File: config.mk
export PLATFORM = sky130hd
export DESIGN_NAME = display_scan_ctrl_flat
export DESIGN_NICKNAME = d
export VERILOG_FILES = /design/src/rtl/display_scan_ctrl_pkg.sv /design/src/rtl/display_scan_ctrl_if.sv /design/src/rtl/display_scan_ctrl_blink_gen.sv /design/src/rtl/display_scan_ctrl.sv /design/src/flat_wrapper.sv
export SDC_FILE = /design/constraint.sdc
export NUM_CORES = 1
export LEC_CHECK = 0
export ABC_AREA = 0
export CAP_MARGIN = 30
export CORE_ASPECT_RATIO = 1.25
export CORE_MARGIN = 10
export CORE_UTILIZATION = 31
export DETAILED_ROUTE_END_ITERATION = 10
export PLACE_DENSITY_LB_ADDON = 0.15
export REMOVE_ABC_BUFFERS = 1
export SLEW_MARGIN = 5
export SYNTH_ARGS = -nofsm -noshare
export SYNTH_HDL_FRONTEND = slang
export SYNTH_SLANG_ARGS = --single-unit
File: constraint.sdc
create_clock -name clk -period 5.65 [get_ports clk]
set_input_delay 1.13 -clock clk [delete_from_list [all_inputs] [get_ports clk]]
set_output_delay 1.13 -clock clk [all_outputs]
set_load 0.05 [all_outputs]
File: src/rtl/display_scan_ctrl_pkg.sv
// display_scan_ctrl_pkg: shared constants and state encoding for the display scan controller
package display_scan_ctrl_pkg;
  localparam int NUM_DIGITS = 6;
  localparam logic [3:0] POS_NONE = 4'hF;
  typedef enum logic [1:0] {IDLE = 2'd0, SHOW = 2'd1, GUARD = 2'd2} state_e;
endpackage

File: src/rtl/display_scan_ctrl_if.sv
// display_scan_ctrl_if: digit inputs and decoder-side outputs of the scan controller
interface display_scan_ctrl_if;
  import display_scan_ctrl_pkg::*;
  logic                    enable;
  logic [4*NUM_DIGITS-1:0] digits;
  logic [NUM_DIGITS-1:0]   blink_mask;
  logic                    lz_suppress;
  logic [3:0]              bcd_pos;
  logic [3:0]              digit_bcd;
  logic                    blank;
  logic                    frame_done;
  modport master (output enable, digits, blink_mask, lz_suppress, input bcd_pos, digit_bcd, blank, frame_done);
  modport slave (input enable, digits, blink_mask, lz_suppress, output bcd_pos, digit_bcd, blank, frame_done);
endinterface

File: src/rtl/display_scan_ctrl_blink_gen.sv
// blink_gen: counts completed frames and toggles the blink phase every BLINK_FRAMES frames
module blink_gen #(
  parameter int BLINK_FRAMES = 64
) (
  input  logic clk,
  input  logic rst,
  input  logic clear,
  input  logic frame_done,
  output logic blink_phase
);
  localparam int FW = $clog2(BLINK_FRAMES + 1);
  logic [FW-1:0] cnt_q, cnt_d;
  logic phase_q, phase_d, at_end;
  always_comb begin
    at_end = cnt_q == FW'(BLINK_FRAMES - 1);
    cnt_d = clear ? '0 : frame_done ? (at_end ? '0 : cnt_q + 1'b1) : cnt_q;
    phase_d = clear ? 1'b0 : phase_q ^ (frame_done & at_end);
  end
  always_ff @(posedge clk) begin
    if (rst) begin
      cnt_q <= '0;
      phase_q <= 1'b0;
    end else begin
      cnt_q <= cnt_d;
      phase_q <= phase_d;
    end
  end
  assign blink_phase = phase_q;
endmodule

File: src/rtl/display_scan_ctrl.sv
// display_scan_ctrl: six-digit display scan scheduler with guard blanking, blinking and leading-zero suppression
module display_scan_ctrl
  import display_scan_ctrl_pkg::*;
#(
  parameter int SCAN_DIV     = 1000,
  parameter int GUARD_CYCLES = 50,
  parameter int BLINK_FRAMES = 64
) (
  input logic clk,
  input logic rst,
  display_scan_ctrl_if.slave bus
);
  localparam int MAXC = SCAN_DIV > GUARD_CYCLES ? SCAN_DIV : GUARD_CYCLES;
  localparam int CW = $clog2(MAXC + 1);
  localparam logic [2:0] LAST_POS = 3'(NUM_DIGITS - 1);
  state_e state_q, state_d;
  logic [CW-1:0] cnt_q, cnt_d;
  logic [2:0] pos_q, pos_d;
  logic [4*NUM_DIGITS-1:0] digits_q, digits_d;
  logic [NUM_DIGITS-1:0] mask_q, mask_d;
  logic [3:0] bcd_pos_q, bcd_pos_d, digit_bcd_q, digit_bcd_d, nib;
  logic blank_q, blank_d, frame_done_q, frame_done_d;
  logic last_show, last_guard, advance, wrap, show_blank, blink_phase;
  blink_gen #(.BLINK_FRAMES(BLINK_FRAMES)) u_blink (
    .clk(clk),
    .rst(rst),
    .clear(!bus.enable),
    .frame_done(wrap),
    .blink_phase(blink_phase)
  );
  always_comb begin
    nib = digits_q[{pos_q, 2'b00} +: 4];
    last_show = cnt_q == CW'(SCAN_DIV - 1);
    last_guard = cnt_q == CW'(GUARD_CYCLES - 1);
    advance = (state_q == SHOW && last_show && GUARD_CYCLES == 0) || (state_q == GUARD && last_guard);
    wrap = advance && pos_q == LAST_POS;
    show_blank = (blink_phase & mask_q[pos_q]) | (bus.lz_suppress & (pos_q == LAST_POS) & (nib == 4'd0));
    state_d = state_q;
    cnt_d = cnt_q + 1'b1;
    pos_d = pos_q;
    digits_d = digits_q;
    mask_d = mask_q;
    if (!bus.enable) begin
      state_d = IDLE;
      cnt_d = '0;
      pos_d = '0;
    end else if (state_q == IDLE || wrap) begin
      state_d = SHOW;
      cnt_d = '0;
      pos_d = '0;
      digits_d = bus.digits;
      mask_d = bus.blink_mask;
    end else if (advance) begin
      state_d = SHOW;
      cnt_d = '0;
      pos_d = pos_q + 1'b1;
    end else if (state_q == SHOW && last_show) begin
      state_d = GUARD;
      cnt_d = '0;
    end
    // outputs reflect the current state one edge later; disable takes effect immediately
    frame_done_d = bus.enable & wrap;
    digit_bcd_d = (!bus.enable || state_q == IDLE) ? 4'd0 : state_q == SHOW ? nib : digit_bcd_q;
    blank_d = !(bus.enable && state_q == SHOW) || show_blank;
    bcd_pos_d = blank_d ? POS_NONE : {1'b0, pos_q};
  end
  always_ff @(posedge clk) begin
    if (rst) begin
      state_q <= IDLE;
      cnt_q <= '0;
      pos_q <= '0;
      digits_q <= '0;
      mask_q <= '0;
      bcd_pos_q <= POS_NONE;
      digit_bcd_q <= 4'd0;
      blank_q <= 1'b1;
      frame_done_q <= 1'b0;
    end else begin
      state_q <= state_d;
      cnt_q <= cnt_d;
      pos_q <= pos_d;
      digits_q <= digits_d;
      mask_q <= mask_d;
      bcd_pos_q <= bcd_pos_d;
      digit_bcd_q <= digit_bcd_d;
      blank_q <= blank_d;
      frame_done_q <= frame_done_d;
    end
  end
  assign bus.bcd_pos = bcd_pos_q;
  assign bus.digit_bcd = digit_bcd_q;
  assign bus.blank = blank_q;
  assign bus.frame_done = frame_done_q;
endmodule
File: src/flat_wrapper.sv
// flat-port wrapper written by rule: the top's interface ports become plain ports
module display_scan_ctrl_flat import display_scan_ctrl_pkg::*;
#(
  parameter int SCAN_DIV     = 1000,
  parameter int GUARD_CYCLES = 50,
  parameter int BLINK_FRAMES = 64
)
  (clk, rst, bus_enable, bus_digits, bus_blink_mask, bus_lz_suppress, bus_bcd_pos, bus_digit_bcd, bus_blank, bus_frame_done);
  display_scan_ctrl_if bus_i ();
  input logic clk;
  input logic rst;
  input wire logic [$bits(bus_i.enable)-1:0] bus_enable;
  input wire logic [$bits(bus_i.digits)-1:0] bus_digits;
  input wire logic [$bits(bus_i.blink_mask)-1:0] bus_blink_mask;
  input wire logic [$bits(bus_i.lz_suppress)-1:0] bus_lz_suppress;
  output wire logic [$bits(bus_i.bcd_pos)-1:0] bus_bcd_pos;
  output wire logic [$bits(bus_i.digit_bcd)-1:0] bus_digit_bcd;
  output wire logic [$bits(bus_i.blank)-1:0] bus_blank;
  output wire logic [$bits(bus_i.frame_done)-1:0] bus_frame_done;
  assign bus_i.enable = bus_enable;
  assign bus_i.digits = bus_digits;
  assign bus_i.blink_mask = bus_blink_mask;
  assign bus_i.lz_suppress = bus_lz_suppress;
  assign bus_bcd_pos = bus_i.bcd_pos;
  assign bus_digit_bcd = bus_i.digit_bcd;
  assign bus_blank = bus_i.blank;
  assign bus_frame_done = bus_i.frame_done;
  display_scan_ctrl #(.SCAN_DIV(SCAN_DIV), .GUARD_CYCLES(GUARD_CYCLES), .BLINK_FRAMES(BLINK_FRAMES)) u_core (.clk(clk), .rst(rst), .bus(bus_i));
endmodule
==> metrics.md <==
| Metric | Value |
|---|---|
| Most common cell after layout, fill and taps aside | nand2_1 |
| Post-synthesis area per instance | ~8.6 µm² |
| TritonCTS clock tree | yes |
| DP Cell Count | 443 |
| Antenna violations before repair | 0 |
| Tot Pwr | 879 µW |
| Most frequent cells in the layout | nand2_1, dfxtp_1, clkdlybuf4s50_1 |
| Clk_skew | around 0.009 ns |
| Clk slew on worst S/H paths | approximately 0.080 ns |
| Non-filler cells, final | roughly 460 |
| CP max-delay cell | clkdlybuf4s50_1 |
| Placed Area | roughly 0.0032 mm² |
| Total Nets Final | roughly 400 |
| Total vias in the final route | around 2300 |
| Most used DFF post-synth | dfxtp_1 |
| Total Wirelength | approximately 6600 µm |
| Leak | ~1.2 nW |
| CP required | just under 6 ns |
| Number of hold violations in the final report | 0 |
| Post-synthesis cell area | about 0.0027 mm² |
| Crit start category | input pin |
| Met3 routed WL | 325 µm |
| # Post-CTS Setup Buffers | 0 |
| Synthesis Warnings | 0 |
| Crit path buf inv count | 2 |
| Vias per cell | about 5.0 |
| DR top layer | met4 |
| CTS Root Cell | clkbuf_8 |
| Power density over the cells | ~260 mW/mm² |
| Gr ovfl total | 0 |
| GPL Wtd Cong | roughly 0.75 |
| Port-buffer cells | 43 |
| Clk Latency, worst-skew pair | ~0.34 ns |
| Fraction of layout instances using a drive strength above 1 | 0.0856 |
| Final worst-path setup slack | 2.98 ns |
| Die Span X | roughly 100 µm |
| Core area | around 0.0083 mm² |
| ANT cells | 0 |
| F_max | approximately 380 MHz |
| First-pass GRT wire length | ~11000 µm |
| Global Route Usage Sum | 0.107 |
| Critical path type | input pin to flop |
| Status | finished clean |
| Die height | 124 µm |
| Synth unique cells | between 40 and 50 |
| Area grow syn2layout | 26.3% |
| WHS Path Cells | 2 |
| # hold bufs at CTS | 0 |
| Largest net degree at the start of global routing | 33 |
| Worst setup EP type | flop |
| Drc violations | 0 |
| Asr flop ratio synth | 0 |
| R2R depth | 6 |
| Die area | 0.0128 mm² |
| Post-route minimum period | about 2.7 ns |
| Setup_tns | 0 ns |
| Metal2 WL | 3030 µm |
| Top cell by count, worst path | nor2_1 |
| Max Slew Vio Count | 0 |
| Worst Max-Slew Pin Slew | 0.832 ns |
| Wire per inst | 14.4 µm |
| Number of enable flip-flop cells after synthesis | 0 |
| Vias in the first global route | about 2200 |
| RSZ-0062 raised after global routing | no |
| Num rows | 37 |
| CP arrival | 2.89 ns |
| Synthesized flop and latch total | slightly above 60 |
| Largest fanout on the critical path | 32 |
| Final instance area | roughly 0.0034 mm² |
| Max IR drop VDD | about 95 µV |
| Dpl ws | ~2.6 ns |
| Mapped Cells | between 300 and 400 |
| Clk sink count | 62 |
| Final worst path period share | 0.472 |
| Critical path depth in cells | 6 |
| # IOs | 44 |
| H-tree depth | 3 |
| Delay-heaviest family, CP | simple AND/OR/NAND/NOR gates |
| Worst Hold Class | flop to flop |
| DR iter-0 viols | slightly below 90 |
| Crit path largest cell delay | between 0.4 and 0.5 ns |
| Routed Antenna Nets | 0 |
| Slew HR | 0.444 |
| Detailed placement HPWL | between 4000 and 5000 µm |
| Initial cell density of the core | 0.323 |
| MaxCap Viol Count | 0 |
| Final setup fails | 0 |
| CP cell instances | clkdlybuf4s50_1 -> buf_4 -> nand2b_1 -> nor2_1 -> nand3_1 -> nor2_1 |
| Seq/Total Area, Yosys | 0.462 |
| DRT Pass-1 Iters | 4 |
| Post-CTS sizing | 0 |
| Clock buffer depth | 2 |
| Clock buffers created by TritonCTS | 9 |
| Metal-1 WL | roughly 3200 µm |
-- state kept, by name (all words and copies together), names as in the netlist --
register / cells
u_core.bus.digit_bcd: 4
u_core.bus.bcd_pos: 3
u_core.mask_q: 6
u_core.u_blink.cnt_q: 7
u_core.bus.frame_done: 1
u_core.pos_q: 3
u_core.bus.blank: 1
u_core.cnt_q: 10
u_core.digits_q: 24
u_core.state_q: 2
u_core.u_blink.blink_phase: 1
-- worst reg2reg max path: cells and delay by family (launching register included) --
kind | cells | cell delay (ns)
compound gates | 2 | 0.69
fa+ha+maj | 1 | 0.35
buf+inv | 1 | 0.24
flops | 1 | 0.87
simple gates | 2 | 0.29
-- routing by layer --
| metal | vias to the layer above | global-route usage |
|---|---|---|
| met3 | 10 | 0.0360 |
| met4 | 0 | 0.0470 |
| met2 | 40 | 0.164 |
| met1 | 1053 | 0.134 |
| li1 | 1190 | - |
| met5 | - | 0 |
-- stage by stage --
stage,hold WS [ns],util
floorplan,0.427,-
global placement,0.440,0.385
detailed placement,0.446,0.386
CTS,0.456,0.407
global route,0.469,0.407
finish,0.455,0.407
-- area by class of cell --
cell class	count	area [µm²]
fillers	901	4940
multi-input cells	233	1380
flip-flops and latches	62	1240
repair buffers	46	460
clock buffers	9	124
well taps	97	121
clock inverters	7	50.0
inverters	5	18.8
-- synthesized netlist by cell type (all sizes together), types with 2 or more instances --
library cell	number	share of area
a21oi	39	0.073
a41o	2	0.0074
a41oi	2	0.0065
and3	6	0.014
buf	2	0.0047
clkbuf	12	0.017
dfxtp	62	0.46
ha	5	0.023
inv	4	0.0056
mux2i	7	0.026
mux4	4	0.034
nand2	70	0.098
nand2b	2	0.0047
nand3	12	0.022
nand4	5	0.012
nor2	24	0.034
nor2b	2	0.0047
nor3	5	0.0093
nor3b	2	0.0056
nor4	3	0.015
o211ai	2	0.0056
o21ai	9	0.017
o2bb2ai	2	0.0065
or3	4	0.0093
or4	2	0.0070
xnor2	7	0.023
xor2	3	0.0098
-- path summary, 6_finish.rpt --
kind	slack, ns	end	start
hold / removal	0.45	u_core.digits_q[1]	u_core.digits_q[1]
hold reg to reg	0.45	u_core.digits_q[1]	u_core.digits_q[1]
setup / recovery	2.98	u_core.cnt_q[6]	rst
setup reg to reg	3.16	u_core.digits_q[23]	u_core.pos_q[0]
-- logic make-up (layout without fill, tap and decap cells) --
| kind of cell | count (synthesis) | in the layout | share of synthesized area |
|---|---|---|---|
| and+or+nand+nor | 142 | 142 | 0.251 |
| AOI/OAI and AO/OA | 64 | 64 | 0.139 |
| DFF | 62 | 62 | 0.462 |
| buffers and inverters | 19 | 67 | 0.0284 |
| muxes | 12 | 12 | 0.0638 |
| xor gates and xnor gates | 10 | 10 | 0.0326 |
| adders and majority gates | 5 | 5 | 0.0233 |
-- power by group --
part           internal (mW)  switching (mW)  leakage, nW
Clock                  0.159           0.188       0.0816
Sequential             0.450         0.00678        0.505
Combinational         0.0390          0.0357        0.573
Power figures use the tool's default switching activity.
